## config.mk

```make
export PLATFORM = sky130hd
export DESIGN_NAME = instruction_fetch_stage_flat
export DESIGN_NICKNAME = d
export VERILOG_FILES = /design/src/rtl/instruction_fetch_stage_if.sv /design/src/rtl/instruction_fetch_stage.sv /design/src/flat_wrapper.sv
export SDC_FILE = /design/constraint.sdc
export NUM_CORES = 1
export LEC_CHECK = 0
export CAP_MARGIN = 20
export CORE_ASPECT_RATIO = 1.5
export CORE_MARGIN = 1
export CORE_UTILIZATION = 63
export DETAILED_ROUTE_END_ITERATION = 10
export DONT_BUFFER_PORTS = 1
export PLACE_DENSITY = 0.88
export RECOVER_POWER = 50
export SETUP_SLACK_MARGIN = 0.05
export SLEW_MARGIN = 20
export SYNTH_ARGS = -nofsm -noshare
export SYNTH_HDL_FRONTEND = slang
export SYNTH_SLANG_ARGS = --single-unit
```

## constraint.sdc

```tcl
create_clock -name clk -period 7.25 [get_ports clk]
set_input_delay 0 -clock clk [delete_from_list [all_inputs] [get_ports clk]]
set_output_delay 0 -clock clk [all_outputs]
set_load 0.02 [all_outputs]
```

## src/rtl/instruction_fetch_stage_if.sv

```systemverilog
// Fetch-stage bus: instruction-memory address/data, execute redirect and the
// valid/ready handoff of {PC, instruction} to decode.
interface instruction_fetch_stage_if #(
  parameter int DATA_WIDTH = 32
);
    logic [DATA_WIDTH-1:0] o_Address;
    logic [DATA_WIDTH-1:0] i_Instruction;
    logic                  i_Branch_Taken;
    logic [DATA_WIDTH-1:0] i_Branch_Target;
    logic                  o_Valid;
    logic                  i_Ready;
    logic [DATA_WIDTH-1:0] o_Instruction;
    logic [DATA_WIDTH-1:0] o_PC;
    logic                  o_Fault;

    modport master (
        output o_Address,
        input  i_Instruction,
        input  i_Branch_Taken,
        input  i_Branch_Target,
        output o_Valid,
        input  i_Ready,
        output o_Instruction,
        output o_PC,
        output o_Fault
    );

    modport slave (
        input  o_Address,
        output i_Instruction,
        output i_Branch_Taken,
        output i_Branch_Target,
        input  o_Valid,
        output i_Ready,
        input  o_Instruction,
        input  o_PC,
        input  o_Fault
    );
endinterface

```

## src/rtl/instruction_fetch_stage.sv

```systemverilog
// Fetch stage: owns the PC, captures {PC, instruction} into a 2-entry buffer for decode.
// Optional misaligned-redirect fault/halt enabled by defining FETCH_ALIGN_CHECK_EN.
module instruction_fetch_stage #(
    parameter int                    DATA_WIDTH = 32,
    parameter logic [DATA_WIDTH-1:0] RESET_PC   = '0
) (
    input  logic                        clk,
    input  logic                        reset,
    instruction_fetch_stage_if.master   bus
);

    function automatic logic [DATA_WIDTH-1:0] word_align(input logic [DATA_WIDTH-1:0] addr);
        return addr & ~DATA_WIDTH'(3);
    endfunction

    logic [DATA_WIDTH-1:0] pc_q;
    logic [1:0]            count_q;
    logic                  wr_ptr_q;
    logic                  rd_ptr_q;
    logic [DATA_WIDTH-1:0] buf_pc_q    [2];
    logic [DATA_WIDTH-1:0] buf_instr_q [2];

    logic                  pop;
    logic                  fetch;
    logic                  redirect;
    logic                  halted;
    logic                  valid;
    logic [DATA_WIDTH-1:0] redirect_pc;

`ifdef FETCH_ALIGN_CHECK_EN
    logic fault_q;
    logic misaligned;

    assign misaligned  = |bus.i_Branch_Target[1:0];
    assign redirect_pc = bus.i_Branch_Target;
    assign halted      = fault_q;

    // Fault is sticky; once set the stage ignores everything until reset.
    always_ff @(posedge clk or posedge reset) begin
        if (reset) begin
            fault_q <= 1'b0;
        end else if (redirect && misaligned) begin
            fault_q <= 1'b1;
        end
    end

    assign bus.o_Fault = fault_q;
`else
    assign redirect_pc = word_align(bus.i_Branch_Target);
    assign halted      = 1'b0;
    assign bus.o_Fault = 1'b0;
`endif

    assign valid    = (count_q != 2'd0);
    assign pop      = valid & bus.i_Ready;
    assign redirect = bus.i_Branch_Taken & ~halted;
    assign fetch    = ((count_q != 2'd2) | pop) & ~bus.i_Branch_Taken & ~halted;

    // Control state: PC, occupancy and pointers; redirect overrides fetch/pop.
    always_ff @(posedge clk or posedge reset) begin
        if (reset) begin
            pc_q     <= RESET_PC;
            count_q  <= 2'd0;
            wr_ptr_q <= 1'b0;
            rd_ptr_q <= 1'b0;
        end else if (redirect) begin
            pc_q     <= redirect_pc;
            count_q  <= 2'd0;
            wr_ptr_q <= 1'b0;
            rd_ptr_q <= 1'b0;
        end else begin
            if (fetch) begin
                pc_q     <= pc_q + DATA_WIDTH'(4);
                wr_ptr_q <= ~wr_ptr_q;
            end
            if (pop) begin
                rd_ptr_q <= ~rd_ptr_q;
            end
            case ({fetch, pop})
                2'b10:   count_q <= count_q + 2'd1;
                2'b01:   count_q <= count_q - 2'd1;
                default: count_q <= count_q;
            endcase
        end
    end

    // Buffer payload carries no reset; empty entries are masked at the output.
    always_ff @(posedge clk) begin
        if (fetch) begin
            buf_pc_q[wr_ptr_q]    <= pc_q;
            buf_instr_q[wr_ptr_q] <= bus.i_Instruction;
        end
    end

    assign bus.o_Address     = pc_q;
    assign bus.o_Valid       = valid;
    assign bus.o_Instruction = valid ? buf_instr_q[rd_ptr_q] : '0;
    assign bus.o_PC          = valid ? buf_pc_q[rd_ptr_q]    : '0;

endmodule

```

## src/flat_wrapper.sv

```systemverilog
// flat-port wrapper written by rule: the top's interface ports become plain ports
module instruction_fetch_stage_flat 
#(
    parameter int                    DATA_WIDTH = 32,
    parameter logic [DATA_WIDTH-1:0] RESET_PC   = '0
)
  (clk, reset, bus_o_Address, bus_i_Instruction, bus_i_Branch_Taken, bus_i_Branch_Target, bus_o_Valid, bus_i_Ready, bus_o_Instruction, bus_o_PC, bus_o_Fault);
  instruction_fetch_stage_if #(.DATA_WIDTH(DATA_WIDTH)) bus_i ();
  input  logic clk;
  input  logic reset;
  output wire logic [$bits(bus_i.o_Address)-1:0] bus_o_Address;
  input wire logic [$bits(bus_i.i_Instruction)-1:0] bus_i_Instruction;
  input wire logic [$bits(bus_i.i_Branch_Taken)-1:0] bus_i_Branch_Taken;
  input wire logic [$bits(bus_i.i_Branch_Target)-1:0] bus_i_Branch_Target;
  output wire logic [$bits(bus_i.o_Valid)-1:0] bus_o_Valid;
  input wire logic [$bits(bus_i.i_Ready)-1:0] bus_i_Ready;
  output wire logic [$bits(bus_i.o_Instruction)-1:0] bus_o_Instruction;
  output wire logic [$bits(bus_i.o_PC)-1:0] bus_o_PC;
  output wire logic [$bits(bus_i.o_Fault)-1:0] bus_o_Fault;
  assign bus_o_Address = bus_i.o_Address;
  assign bus_i.i_Instruction = bus_i_Instruction;
  assign bus_i.i_Branch_Taken = bus_i_Branch_Taken;
  assign bus_i.i_Branch_Target = bus_i_Branch_Target;
  assign bus_o_Valid = bus_i.o_Valid;
  assign bus_i.i_Ready = bus_i_Ready;
  assign bus_o_Instruction = bus_i.o_Instruction;
  assign bus_o_PC = bus_i.o_PC;
  assign bus_o_Fault = bus_i.o_Fault;
  instruction_fetch_stage #(.DATA_WIDTH(DATA_WIDTH), .RESET_PC(RESET_PC)) u_core (.clk(clk), .reset(reset), .bus(bus_i));
endmodule
```

==> results.md, run 1 <==
STA:
- Setup repair after global routing left no endpoint under its margin.
- The final max-slew violation count came to 35.
- The final setup violation count is 0.
- The number of endpoints with negative hold slack in the final report is 0.
- At the pin with the least slew margin, the transition time is between 1.5 and 2 ns.
- Adding up every negative setup slack in the final design gives 0 ns.
- The worst pin sits at a relative slew slack of -26.0%.
- Based on the critical path, the design can be clocked at up to about 360 MHz.
- The post-route clock period utilization is between 30 and 40%.
- The minimum clock period after layout is roughly 2.7 ns.
- The final clock skew is 0.00687 ns.

Finish:
- The library cells used most frequently in the layout, excluding fill and tap cells, are 124 x sky130_fd_sc_hd__edfxtp_1, 80 x sky130_fd_sc_hd__nor2_1, 65 x sky130_fd_sc_hd__dlygate4sd3_1.
- The post-route netlist has under 10% of its cells at a drive strength greater than 1.
- The most common cell after layout, fill and taps aside is sky130_fd_sc_hd__edfxtp_1.
- The final layout net count is ~620.
- From synthesis to final layout, the design area changed by 19.9%.
- The final design area excluding fillers is approximately 8000 µm².
- The diode insertion count for antenna repair is 0.

Placed design:
- Routability-driven placement finished with a final weighted congestion of around 0.8.
- The number of buffer cells added on primary ports is 0.
- Detailed placement finished with a half-perimeter wire length of 8.31 mm.
- The placed instances occupy a cell area of around 6700 µm².

Global route:
- The via count of the first global-routing pass is between 4000 and 5000.
- The first-pass GRT wire length is 22.0 mm.
- The overall track demand over capacity in global routing is ~28%.
- Entering global routing, the biggest net connects 64 pins.
- The initial antenna violation count is 0.
- The remaining global-route overflow is 0.

Floorplan:
- The area of the die is 11000 µm².
- The number of I/O pins is between 150 and 200.
- In this run the standard cell core region covers ~10000 µm².
- The initial cell density of the core is 65.1%.
- After floorplanning, the core was divided into 45 placement rows.
- Measured along the y axis, the die boundary spans 128 µm.
- The die width is between 80 and 90 µm.

Setup path:
- The element type at the critical path start is a flop.
- The arrival time at the worst endpoint is just over 3 ns.
- STA puts the critical path data required time at 7.55 ns.
- Setup slack on the worst reg-to-reg path comes out at 4.51 ns.
- The startpoint identified for the worst register-to-register timing path is u_core.count_q[1]$_DFFE_PP0P_.
- The capturing element type of the critical path is a flop.
- The reg-to-reg endpoint is u_core.rd_ptr_q$_DFFE_PP0P_.
- The highest fanout seen on the critical path is 40.
- The number of cells traversed by the worst register-to-register path is 7.
- The setup path with the least slack is of type flop to flop.

Clock tree:
- Clock tree synthesis found a total of 158 sinks.
- The library cell used as clock root buffer is sky130_fd_sc_hd__clkbuf_16.
- The clock passes through at most 2 buffers.
- The H-tree was split into 4 levels.
- The number of buffers inserted to repair setup after CTS is 0.
- The worst-skew pair later-pin latency is approximately 0.42 ns.
- The CTS buffer count is 17.
- After clock tree synthesis, the clock-pin slew on the worst setup and hold paths is roughly 0.060 ns.
- The TritonCTS clock tree is yes.

Run status:
- The flow ran to the end, but the final reports show violations.
- The checks that failed: max-capacitance violations, max-slew violations.

Pwr:
- VDD sags by at most about 0.26 mV.
- The switching component of the power is just over 600 µW.
- The combinational group share of total power is about an eighth.
- The share of total power dissipated in the clock network is a little under two fifths.
- Summed over all cells, the static leakage comes to 2.77 nW.
- The internal power component is ~1.7 mW.
- The post-layout total power is around 2.3 mW.
- Of the total power, the share spent switching nets is a little over a quarter.
- In this run the power density over the cells is ~290 nW/µm².
- The fraction of power consumed by sequential logic is 50.0%.

Detailed routing:
- The detailed-routing wirelength on met1 is 5.39 mm.
- In the final routed layout, each cell accounts on average for 20.7 µm.
- In this run the top signal layer used is met4.
- The wire length reported by the detailed router is 14.6 mm.
- Detailed routing inserted a total of around 4300 vias.
- The detailed-router iteration count before antenna repair is 6.
- In this run the remaining antenna-violating nets after routing total 0.
- The DRC violation count after routing is 0.
- Summed over all nets, wire length on met3 after detailed routing comes to 856 µm.
- For this block, the initial DRC count from the detailed router was 220.
- In the routed layout, each cell is associated on average with a via count of approximately 6.
- Wire segments on met2 add up to 7.84 mm in the final route.

Synthesis:
- After synthesis the cells add up to approximately 6600 µm².
- The synthesized design contains between 150 and 200 register bits.
- The sequential area share after synthesis is between 60% and 70%.
- The synthesized area divided by synthesized cell count is around 14 µm².
- The distinct cell type count of the synthesized netlist is 43.
- The cell count after synthesis came out at approximately 500.
- During synthesis, Yosys emitted a total of 0 warnings.

Run:
- The tool flagged a number of max-cap violations equal to 1.

Min path:
- The number of stages on the worst hold path is 2.
- The worst hold path belongs to the class primary input to flop.
- The worst hold path terminates at u_core.buf_pc_q[0][10]$_DFFE_PP_.
- The startpoint identified for the worst hold timing path is bus_i_Branch_Taken.
==> state kept, by name (all words and copies together), names as in the netlist <==
name,flops
u_core.buf_instr_q,64
u_core.rd_ptr_q,1
u_core.bus.o_Address,30
u_core.count_q,2
u_core.buf_pc_q,60
u_core.wr_ptr_q,1
==> logic make-up after synthesis <==
kind of cell	share of synthesized area (%)
AO/OA/AOI/OAI	4.75
XOR/XNOR	1.45
adder cells (fa/ha/maj)	0.189
buffers and inverters	2.83
flip-flops	69.0
multiplexers	9.51
other	0.0565
AND/OR/NAND/NOR	12.3
==> worst max-delay path, stage by stage (launching register included) <==
cell                            delay (ns)
sky130_fd_sc_hd__dfrtp_1              0.43
sky130_fd_sc_hd__nor2_4               0.49
sky130_fd_sc_hd__buf_4                0.47
sky130_fd_sc_hd__inv_1                0.24
sky130_fd_sc_hd__nand2_1              0.14
sky130_fd_sc_hd__xor2_1               0.17
sky130_fd_sc_hd__nor2_1               0.06
sky130_fd_sc_hd__dlygate4sd3_1        0.58
==> per-layer routing <==
metal	GRT usage [%]	vias up
met3	6.89	40
met5	0	-
met4	13.3	0
li1	-	1929
met2	48.7	201
met1	31.0	2097
==> cell type report <==
| type | instances | area (µm²) |
|---|---|---|
| tap | 141 | 176 |
| timing repair buffer | 71 | 689 |
| multi-input combinational | 295 | 1900 |
| clock buffer | 26 | 499 |
| inverter | 7 | 26.3 |
| clock inverter | 6 | 82.6 |
| fill | 577 | 2240 |
| sequential | 158 | 4580 |
==> through the flow <==
| stage | util, % | hold WS, ns | instances | setup slack (ns) |
|---|---|---|---|---|
| floorplan | - | 0.0989 | 493 | 1.82 |
| finish | 78.0 | 0.0234 | 704 | 4.51 |
| global placement | 65.9 | 0.0145 | 606 | 4.79 |
| CTS | 78.1 | 0.0222 | 704 | 4.49 |
| global route | 78.0 | 0.0312 | 704 | 4.35 |
| detailed placement | 65.9 | 0.0153 | 606 | 4.70 |
==> power by group through the flow <==
stage | clock network (mW) | registers [mW] | logic (mW)
after global placement | 0 | 1.17 | 0.248
after floorplan | 0 | 1.14 | 0.238
after global routing | 0.910 | 1.17 | 0.315
after detailed placement | 0 | 1.18 | 0.256
after CTS | 0.871 | 1.16 | 0.292
final | 0.867 | 1.16 | 0.293
==> Yosys cell counts <==
library cell	count	area, µm²
sky130_fd_sc_hd__xnor2_1	5	43.8
sky130_fd_sc_hd__buf_2	3	15.0
sky130_fd_sc_hd__a31oi_1	15	93.8
sky130_fd_sc_hd__nor2_1	81	304
sky130_fd_sc_hd__mux2i_1	63	631
sky130_fd_sc_hd__inv_1	6	22.5
sky130_fd_sc_hd__o31ai_1	11	82.6
sky130_fd_sc_hd__or3_1	5	31.3
sky130_fd_sc_hd__buf_6	2	22.5
sky130_fd_sc_hd__or4_1	16	120
sky130_fd_sc_hd__nand3b_1	1	7.51
sky130_fd_sc_hd__a211o_1	1	8.76
sky130_fd_sc_hd__nand4_1	6	37.5
sky130_fd_sc_hd__xor2_1	6	52.6
sky130_fd_sc_hd__nor3_1	3	15.0
sky130_fd_sc_hd__ha_1	1	12.5
sky130_fd_sc_hd__a221oi_1	1	8.76
sky130_fd_sc_hd__nor2b_1	3	18.8
sky130_fd_sc_hd__or3b_2	1	8.76
sky130_fd_sc_hd__nand3_1	12	60.1
sky130_fd_sc_hd__or4b_1	2	20.0
sky130_fd_sc_hd__a22o_1	1	8.76
sky130_fd_sc_hd__a21oi_1	3	15.0
sky130_fd_sc_hd__and4_1	1	8.76
sky130_fd_sc_hd__or2_2	2	12.5
sky130_fd_sc_hd__nand3_2	1	10.0
sky130_fd_sc_hd__dfrtp_1	34	851
sky130_fd_sc_hd__edfxtp_1	124	3720
sky130_fd_sc_hd__nand4_2	1	12.5
sky130_fd_sc_hd__clkinv_1	1	3.75
sky130_fd_sc_hd__clkbuf_1	18	67.6
sky130_fd_sc_hd__o211ai_1	3	22.5
sky130_fd_sc_hd__nor4b_1	1	8.76
sky130_fd_sc_hd__or4_4	1	11.3
sky130_fd_sc_hd__and3_1	2	12.5
sky130_fd_sc_hd__nor4_1	1	6.26
sky130_fd_sc_hd__nor3b_1	2	15.0
sky130_fd_sc_hd__buf_1	5	18.8
sky130_fd_sc_hd__buf_4	5	37.5
sky130_fd_sc_hd__nor4bb_1	1	10.0
sky130_fd_sc_hd__nand2_1	22	82.6
sky130_fd_sc_hd__conb_1	1	3.75
sky130_fd_sc_hd__o21ai_0	15	75.1
==> how the worst max path moves through the flow <==
stage	from	slack [ns]	endpoint	cells past startpoint
2_1_floorplan	bus_i_Branch_Taken	1.82	u_core.buf_instr_q[0][0]$_DFFE_PP_	4
3_3_place_gp	u_core.bus.o_Address[2]$_DFFE_PP0P_	4.79	u_core.bus.o_Address[26]$_DFFE_PP0P_	4
3_5_place_dp	u_core.bus.o_Address[10]$_DFFE_PP0P_	4.70	u_core.bus.o_Address[27]$_DFFE_PP0P_	4
4_1_cts	u_core.count_q[1]$_DFFE_PP0P_	4.49	u_core.rd_ptr_q$_DFFE_PP0P_	7
5_1_grt	u_core.count_q[1]$_DFFE_PP0P_	4.35	u_core.rd_ptr_q$_DFFE_PP0P_	7
6_report	u_core.count_q[1]$_DFFE_PP0P_	4.51	u_core.rd_ptr_q$_DFFE_PP0P_	7
==> repair_timing <==
action / CTS / global route
setup endpoints to repair: 0 / 0
hold buffers: 66 / 0
hold endpoints to repair: 132 / 0
resized for setup: 0 / 0
(Power assumes the default switching activity.)
==> run 2, diff against run 1 <==
- CORE_UTILIZATION: 63 -> 57
- PLACE_DENSITY: 0.88 -> 0.84
- clock period: 7.25 -> 2.25 ns (I/O delays scaled with it)
==> run 2 against run 1 <==
Compared with the run above:
- the flow now finishes without violations
- critical path depth shrank 3
- routed wire length is essentially flat
- register-to-register slack lost 4.4 ns
- via count grew 5.2%
- final cell count grew 4.8%
- worst hold slack gained 0.015 ns
- utilization shrank 4.5 points
- count of clock-buffer cells in the layout shrank 5
- sequential share of layout area shrank 1.8 points
- clock skew grew 0.0020 ns
- flip-flop and latch count is the same
==> results.md, run 2 (same netlist as run 1, synthesis figures left out) <==
Finish:
- The layout-stage area growth over the synthesis result is 23.8% (was 19.9%).
- Commonest non-fill, non-tap cells in the layout: 124 x sky130_fd_sc_hd__edfxtp_1, 81 x sky130_fd_sc_hd__nor2_1, 65 x sky130_fd_sc_hd__dlygate4sd3_1 (was 124 x sky130_fd_sc_hd__edfxtp_1, 80 x sky130_fd_sc_hd__nor2_1, 65 x sky130_fd_sc_hd__dlygate4sd3_1).
- The register bank with the most flops was u_core.buf_instr_q (unchanged).
- The final design area excluding fillers is 8210 µm² (was 7950 µm²).
- The final layout net count is 647 (was 619).
- The number of standard cells in the final layout excluding fillers is 738 (was 704).
- The diode insertion count for antenna repair is 0 (unchanged).
- The most common cell after layout, fill and taps aside is sky130_fd_sc_hd__edfxtp_1 (unchanged).
- The fraction of layout instances using a drive strength above 1 is 8.80% (was 7.28%).
- The number of flip-flops in the largest register is 64 (unchanged).

Detailed routing:
- The routed length on met3 is 948 µm (was 856 µm).
- The detailed-routing wirelength on met1 was 5.12 mm (was 5.39 mm).
- The DRC violation count after routing came to 0 (unchanged).
- The routed length per placed instance is 19.8 µm (was 20.7 µm).
- The mean number of vias per cell is 6.08 (was 6.06).
- The highest metal layer used by the detailed router is met4 (unchanged).
- The wire length reported by the detailed router came to 14.6 mm (about the same).
- The detailed-router iteration count before antenna repair came to 5 (was 6).
- The number of DRC markers after the initial detailed-route iteration came to 245 (was 220).
- The residual antenna-violating net count after detailed routing came to 0 (unchanged).
- The number of vias in the routed layout is 4487 (was 4267).
- The wire length on met2 came to 7.93 mm (was 7.84 mm).

Setup path:
- The arrival time at the worst endpoint is 2.47 ns (was 3.04 ns).
- The launch instance of the worst register-to-register path is u_core.count_q[1]$_DFFE_PP0P_ (unchanged).
- The critical path data required time is 2.57 ns (was 7.55 ns).
- The capturing element type of the critical path is a flop (unchanged).
- The slowest stage cell on the critical path is sky130_fd_sc_hd__or4_4 (was sky130_fd_sc_hd__dlygate4sd3_1).
- The reg-to-reg endpoint is u_core.bus.o_Address[27]$_DFFE_PP0P_ (was u_core.rd_ptr_q$_DFFE_PP0P_).
- The critical path class is flop to flop (unchanged).
- The element type at the critical path start is a flop (unchanged).
- Critical path cell sequence: nor3b_2 > or4_4 > or4_1 > a31oi_1 (was nor2_4 > buf_4 > inv_1 > nand2_1 > xor2_1 > nor2_1 > dlygate4sd3_1).
- The highest fanout seen on the critical path is 21 (was 40).
- The delay of the slowest critical-path stage is 0.69 ns (was 0.58 ns).
- The start point of the critical path was u_core.count_q[1]$_DFFE_PP0P_ (unchanged).
- The number of cells traversed by the worst register-to-register path was 4 (was 7).
- The worst setup slack for register-to-register paths is 0.10 ns (was 4.51 ns).

Global route:
- The via count of the first global-routing pass is 4583 (was 4291).
- The first-pass GRT wire length is 22.9 mm (was 22.0 mm).
- The overall track demand over capacity in global routing is 24.8% (was 27.5%).
- The pin count of the biggest net entering global routing was 63 (was 64).
- The remaining global-route overflow is 0 (unchanged).
- The initial antenna violation count was 0 (unchanged).

Placed design:
- The post-placement cell area came to 6970 µm² (was 6720 µm²).
- The worst setup slack before clock tree synthesis is 0.0968 ns (was 4.70 ns).
- The total instance count after detailed placement was 637 (was 606).
- The final weighted congestion in routability-driven placement is 0.819 (was 0.780).
- The number of buffer cells added on primary ports is 0 (unchanged).
- The placed wire-length estimate after detailed placement is 8.59 mm (was 8.31 mm).

STA:
- The minimum clock period after layout is 2.15 ns (was 2.74 ns).
- The slew of the pin with the lowest slew margin is 0.957 ns (was 1.89 ns).
- The worst slew margin relative to its limit was 36.1% (was -26.0%).
- The minimum setup slack in the final design is 0.104 ns (was 4.51 ns).
- The upper clock frequency limit came to 466 MHz (was 365 MHz).
- RSZ-0062 raised after global routing: no (unchanged).
- The post-route clock period utilization came to 95.4% (was 37.8%).
- The number of endpoints with negative hold slack in the final report came to 0 (unchanged).
- The final max-slew violation count was 0 (was 35).
- The final setup violation count is 0 (unchanged).
- The final clock skew came to 0.00883 ns (was 0.00687 ns).

Floorplan:
- The initial cell density of the core came to 59.4% (was 65.1%).
- The area of the die is 12100 µm² (was 11000 µm²).
- The placeable core region was 11200 µm² (was 10200 µm²).
- The vertical extent of the die came to 134 µm (was 128 µm).
- The number of I/O pins is 166 (unchanged).
- The die width came to 90.1 µm (was 85.8 µm).
- The placement row count is 47 (was 45).

Clock tree:
- The CTS buffer count was 17 (unchanged).
- The library cell used as clock root buffer is sky130_fd_sc_hd__clkbuf_16 (unchanged).
- The H-tree depth came to 4 (unchanged).
- The TritonCTS clock tree is yes (unchanged).
- The clock-pin slew on the worst setup and hold paths came to 0.06 ns (about the same).
- The worst-case clock buffer depth was 2 (unchanged).
- The worst-skew pair later-pin latency is 0.41 ns (was 0.42 ns).
- The number of sinks on the clock net is 158 (unchanged).

Pwr:
- The ratio of total power to cell area came to 946 nW/µm² (was 292 nW/µm²).
- The static power due to leakage came to 2.87 nW (was 2.77 nW).
- The highest ir drop seen on vdd was 0.614 mV (was 0.265 mV).

Min path:
- The path type of the worst min-delay path is primary input to flop (unchanged).
- The end point of the most critical hold path is u_core.wr_ptr_q$_DFFE_PP0P_ (was u_core.buf_pc_q[0][10]$_DFFE_PP_).
- The number of stages on the worst hold path is 3 (was 2).
- The origin of the worst min-delay path is bus_i_Ready (was bus_i_Branch_Taken).

Run status:
- Status: finished clean (was complete, but fails checks).

Run:
- The max-capacitance violation count was 0 (was 1).
run 2: cell count changes in the layout (fill, tap and decap cells not counted), moves of 2 or more:
cell,delta
sky130_fd_sc_hd__clkbuf_1,+20
sky130_fd_sc_hd__clkbuf_8,-4
sky130_fd_sc_hd__buf_12,+3
sky130_fd_sc_hd__bufinv_16,+3
sky130_fd_sc_hd__clkinv_4,+3
sky130_fd_sc_hd__clkbuf_4,+2
sky130_fd_sc_hd__clkinv_2,-2
run 2: metal layers:
metal,GRT usage (%),vias up
li1,-,1990
met1,27.2,2192
met2,45.3,243
met3,4.99,62
met4,12.9,0
met5,0,-
run 2: power breakdown:
| group | internal [mW] | switching, mW |
|---|---|---|
| sequential | 3.43 | 0.151 |
| combinational | 0.349 | 0.809 |
| clock | 1.97 | 1.06 |
| total | 5.75 | 2.02 |
run 2: stage by stage:
step | hold WS, ns | setup TNS (ns) | power [mW] | utilization (%)
after CTS | 0.0249 | 0 | 7.83 | 74.0
after floorplan | 0.0989 | -13.79 | 4.44 | -
final | 0.0387 | 0 | 7.77 | 73.5
after global routing | 0.0730 | 0 | 8.00 | 73.5
after detailed placement | 0.0689 | 0 | 4.72 | 62.4
after global placement | 0.0674 | 0 | 4.66 | 62.4
run 2: worst max path at each step:
stage / to / slack [ns] / depth (start not counted)
floorplan: u_core.buf_instr_q[0][0]$_DFFE_PP_ / -0.22 / 2
global placement: u_core.bus.o_Address[26]$_DFFE_PP0P_ / 0.15 / 5
detailed placement: u_core.bus.o_Address[24]$_DFFE_PP0P_ / 0.1 / 5
CTS: u_core.bus.o_Address[24]$_DFFE_PP0P_ / 0.08 / 5
global route: u_core.bus.o_Address[28]$_DFFE_PP0P_ / 0.03 / 5
finish: u_core.bus.o_Address[27]$_DFFE_PP0P_ / 0.10 / 4
run 2: repair_timing:
| action | in CTS | in global routing |
|---|---|---|
| setup buffers | 0 | 2 |
| setup endpoints to repair | 0 | 9 |
| hold buffers | 66 | 0 |
| resized for setup | 0 | 6 |
| endpoints found under the hold margin | 122 | 0 |
run 2: area by class of cell:
| cell class | instances | area, µm² |
|---|---|---|
| clock inverters | 11 | 193 |
| repair buffers | 99 | 876 |
| clock buffers | 21 | 440 |
| flip-flops and latches | 158 | 4580 |
| multi-input cells | 295 | 1910 |
| inverters | 7 | 26.3 |
| fillers | 728 | 2960 |
| well taps | 147 | 184 |
run 2: critical path: cells and delay by family, from the launching register on:
kind | cells | cell delay [ns]
AND/OR/NAND/NOR | 3 | 1.45
flip-flops | 1 | 0.42
AO/OA/AOI/OAI | 1 | 0.20
==> run 3, diff against run 2 <==
- MAX_ROUTING_LAYER: unset -> met4
==> run 3 against run 2 <==
Compared with the run above:
- combinational power is essentially flat
- count of clock-buffer cells in the layout unchanged
- worst hold slack got worse by 0.0026 ns
- routed wire length rose by 0.59%
- worst setup slack got worse by 0.0066 ns
- flip-flop and latch count unchanged
- final cell count is the same
- first-iteration DRC count is 8.6% higher
- die area unchanged
- register-to-register slack about the same
- critical path type unchanged
==> results.md, run 3 (same netlist as run 1, synthesis figures left out) <==
Setup path:
- The launch instance of the worst register-to-register path was u_core.count_q[1]$_DFFE_PP0P_ (unchanged).
- The reg-to-reg endpoint is u_core.bus.o_Address[27]$_DFFE_PP0P_ (unchanged).
- The number of cells traversed by the worst register-to-register path is 4 (unchanged).
- The capturing element type of the critical path is a flop (unchanged).
- The critical path data required time came to 2.57 ns (about the same).
- The critical path class is flop to flop (unchanged).
- The arrival time at the worst endpoint is 2.48 ns (was 2.47 ns).
- The delay of the slowest critical-path stage is 0.69 ns (about the same).
- The highest fanout seen on the critical path came to 21 (unchanged).
- The element type at the critical path start is a flop (unchanged).
- The slowest stage cell on the critical path is sky130_fd_sc_hd__or4_4 (unchanged).
- The worst setup slack for register-to-register paths is 0.1 ns (was 0.10 ns).
- Critical path cell sequence: nor3b_2 > or4_4 > or4_1 > a31oi_1 (unchanged).

Floorplan:
- The die width is 90.1 µm (unchanged).
- The initial cell density of the core is 59.4% (unchanged).
- The area of the die is 12100 µm² (unchanged).
- The placeable core region is 11200 µm² (unchanged).
- The placement row count is 47 (unchanged).
- The vertical extent of the die is 134 µm (unchanged).
- The number of I/O pins was 166 (unchanged).

Finish:
- The fraction of layout instances using a drive strength above 1 was 8.80% (unchanged).
- The register bank with the most flops is u_core.buf_instr_q (unchanged).
- The final layout net count is 647 (unchanged).
- The count of fill cells added during filler insertion is 728 (unchanged).
- The most common cell after layout, fill and taps aside is sky130_fd_sc_hd__edfxtp_1 (unchanged).
- The fraction of the core area covered by cells at the end of the flow was 73.5% (unchanged).
- The number of flip-flops in the largest register is 64 (unchanged).
- The diode insertion count for antenna repair is 0 (unchanged).
- The final design area excluding fillers is 8210 µm² (unchanged).
- The number of standard cells in the final layout excluding fillers came to 738 (unchanged).
- Commonest non-fill, non-tap cells in the layout: 124 x sky130_fd_sc_hd__edfxtp_1, 81 x sky130_fd_sc_hd__nor2_1, 65 x sky130_fd_sc_hd__dlygate4sd3_1 (unchanged).
- The area taken by flip-flops and latches is 4580 µm² (unchanged).
- The layout-stage area growth over the synthesis result is 23.8% (unchanged).
- The area of combinational cells with multiple inputs is 1910 µm² (unchanged).

Detailed routing:
- The number of vias in the routed layout is 4490 (was 4487).
- The wire length reported by the detailed router was 14.7 mm (was 14.6 mm).
- The mean number of vias per cell was 6.08 (about the same).
- The DRC violation count after routing is 0 (unchanged).
- The routed length per placed instance is 19.9 µm (was 19.8 µm).
- The detailed-router iteration count before antenna repair is 6 (was 5).
- The residual antenna-violating net count after detailed routing is 0 (unchanged).
- The number of DRC markers after the initial detailed-route iteration is 266 (was 245).

Placed design:
- The number of buffer cells added on primary ports is 0 (unchanged).
- The final weighted congestion in routability-driven placement is 0.831 (was 0.819).
- The total instance count after detailed placement is 637 (unchanged).
- The placed wire-length estimate after detailed placement is 8.59 mm (unchanged).
- The post-placement cell area is 6970 µm² (unchanged).

Run status:
- Status: finished clean (unchanged).

Pwr:
- The ratio of total power to cell area is 946 nW/µm² (about the same).
- The highest ir drop seen on vdd is 0.610 mV (was 0.614 mV).
- The static power due to leakage came to 2.87 nW (unchanged).

STA:
- The slew of the pin with the lowest slew margin came to 0.959 ns (was 0.957 ns).
- The worst slew margin relative to its limit is 36.0% (was 36.1%).
- The number of endpoints with negative hold slack in the final report came to 0 (unchanged).
- The minimum clock period after layout is 2.15 ns (about the same).
- The post-route clock period utilization is 95.7% (was 95.4%).
- The final max-slew violation count came to 0 (unchanged).
- The final setup violation count was 0 (unchanged).
- RSZ-0062 raised after global routing: no (unchanged).
- The upper clock frequency limit is 465 MHz (was 466 MHz).
- The final clock skew is 0.0111 ns (was 0.00883 ns).

Global route:
- The initial antenna violation count is 0 (unchanged).
- The via count of the first global-routing pass is 4589 (was 4583).
- The remaining global-route overflow is 0 (unchanged).
- The pin count of the biggest net entering global routing came to 63 (unchanged).
- The overall track demand over capacity in global routing is 25.5% (was 24.8%).
- The first-pass GRT wire length is 22.8 mm (was 22.9 mm).

Clock tree:
- The H-tree depth was 4 (unchanged).
- The library cell used as clock root buffer is sky130_fd_sc_hd__clkbuf_16 (unchanged).
- The TritonCTS clock tree is yes (unchanged).
- The CTS buffer count was 17 (unchanged).
- The worst-skew pair later-pin latency is 0.41 ns (about the same).
- The worst-case clock buffer depth is 2 (unchanged).
- The clock-pin slew on the worst setup and hold paths is 0.06 ns (about the same).
- The number of sinks on the clock net was 158 (unchanged).

Min path:
- The number of stages on the worst hold path is 3 (unchanged).
- The end point of the most critical hold path is u_core.wr_ptr_q$_DFFE_PP0P_ (unchanged).
- The origin of the worst min-delay path is bus_i_Ready (unchanged).
- The path type of the worst min-delay path is primary input to flop (unchanged).

Run:
- The max-capacitance violation count came to 0 (unchanged).
run 3: worst max-delay path by stage:
stage | start | to | slack [ns] | cells after the start
after floorplan | u_core.count_q[1]$_DFFE_PP0P_ | u_core.buf_instr_q[0][0]$_DFFE_PP_ | -0.22 | 2
after global placement | u_core.count_q[1]$_DFFE_PP0P_ | u_core.bus.o_Address[26]$_DFFE_PP0P_ | 0.15 | 5
after detailed placement | u_core.count_q[1]$_DFFE_PP0P_ | u_core.bus.o_Address[24]$_DFFE_PP0P_ | 0.1 | 5
after CTS | u_core.count_q[1]$_DFFE_PP0P_ | u_core.bus.o_Address[24]$_DFFE_PP0P_ | 0.08 | 5
after global routing | u_core.count_q[1]$_DFFE_PP0P_ | u_core.bus.o_Address[28]$_DFFE_PP0P_ | 0.03 | 5
final | u_core.count_q[1]$_DFFE_PP0P_ | u_core.bus.o_Address[27]$_DFFE_PP0P_ | 0.1 | 4
run 3: routing by layer:
layer | GRT usage (%) | vias up | routed length [µm]
met2 | 45.2 | 258 | 7980
met3 | 5.10 | 50 | 969
met4 | 13.1 | 0 | 492
met5 | - | - | 0
li1 | - | 1988 | -
met1 | 27.0 | 2194 | 5220
run 3: power breakdown:
group / leakage [nW] / switching, mW / internal (mW) / total, mW
combinational: 1.02 / 0.808 / 0.349 / 1.16
clock: 0.303 / 1.06 / 1.97 / 3.03
sequential: 1.55 / 0.152 / 3.43 / 3.58
total: 2.87 / 2.02 / 5.75 / 7.76
run 3: cell type report:
type                    instances  share of cell area, %
flip-flops and latches        158                   55.8
multi-input cells             295                   23.3
repair buffers                 99                   10.7
clock buffers                  21                   5.36
clock inverters                11                   2.35
well taps                     147                   2.24
inverters                       7                  0.320
run 3: stage by stage:
stage	setup WS, ns	TNS (ns)	hold WS [ns]	total power [mW]
6_report	0.0972	0	0.0361	7.76
5_1_grt	0.0335	0	0.0733	8.00
4_1_cts	0.0797	0	0.0249	7.83
3_5_place_dp	0.0968	0	0.0689	4.72
3_3_place_gp	0.148	0	0.0674	4.66
2_1_floorplan	-0.222	-13.79	0.0989	4.44
run 3: critical path: cells and delay by family, from the launching register on:
kind | cells | cell delay [ns]
AND/OR/NAND/NOR | 3 | 1.45
flip-flops | 1 | 0.42
AO/OA/AOI/OAI | 1 | 0.20
run 3: what timing repair did:
item / 4_1_cts / 5_1_grt
hold buffers: 66 / 0
gates resized for setup: 0 / 6
endpoints found under the hold margin: 122 / 0
setup endpoints to repair: 0 / 9
buffers inserted: 0 / 2
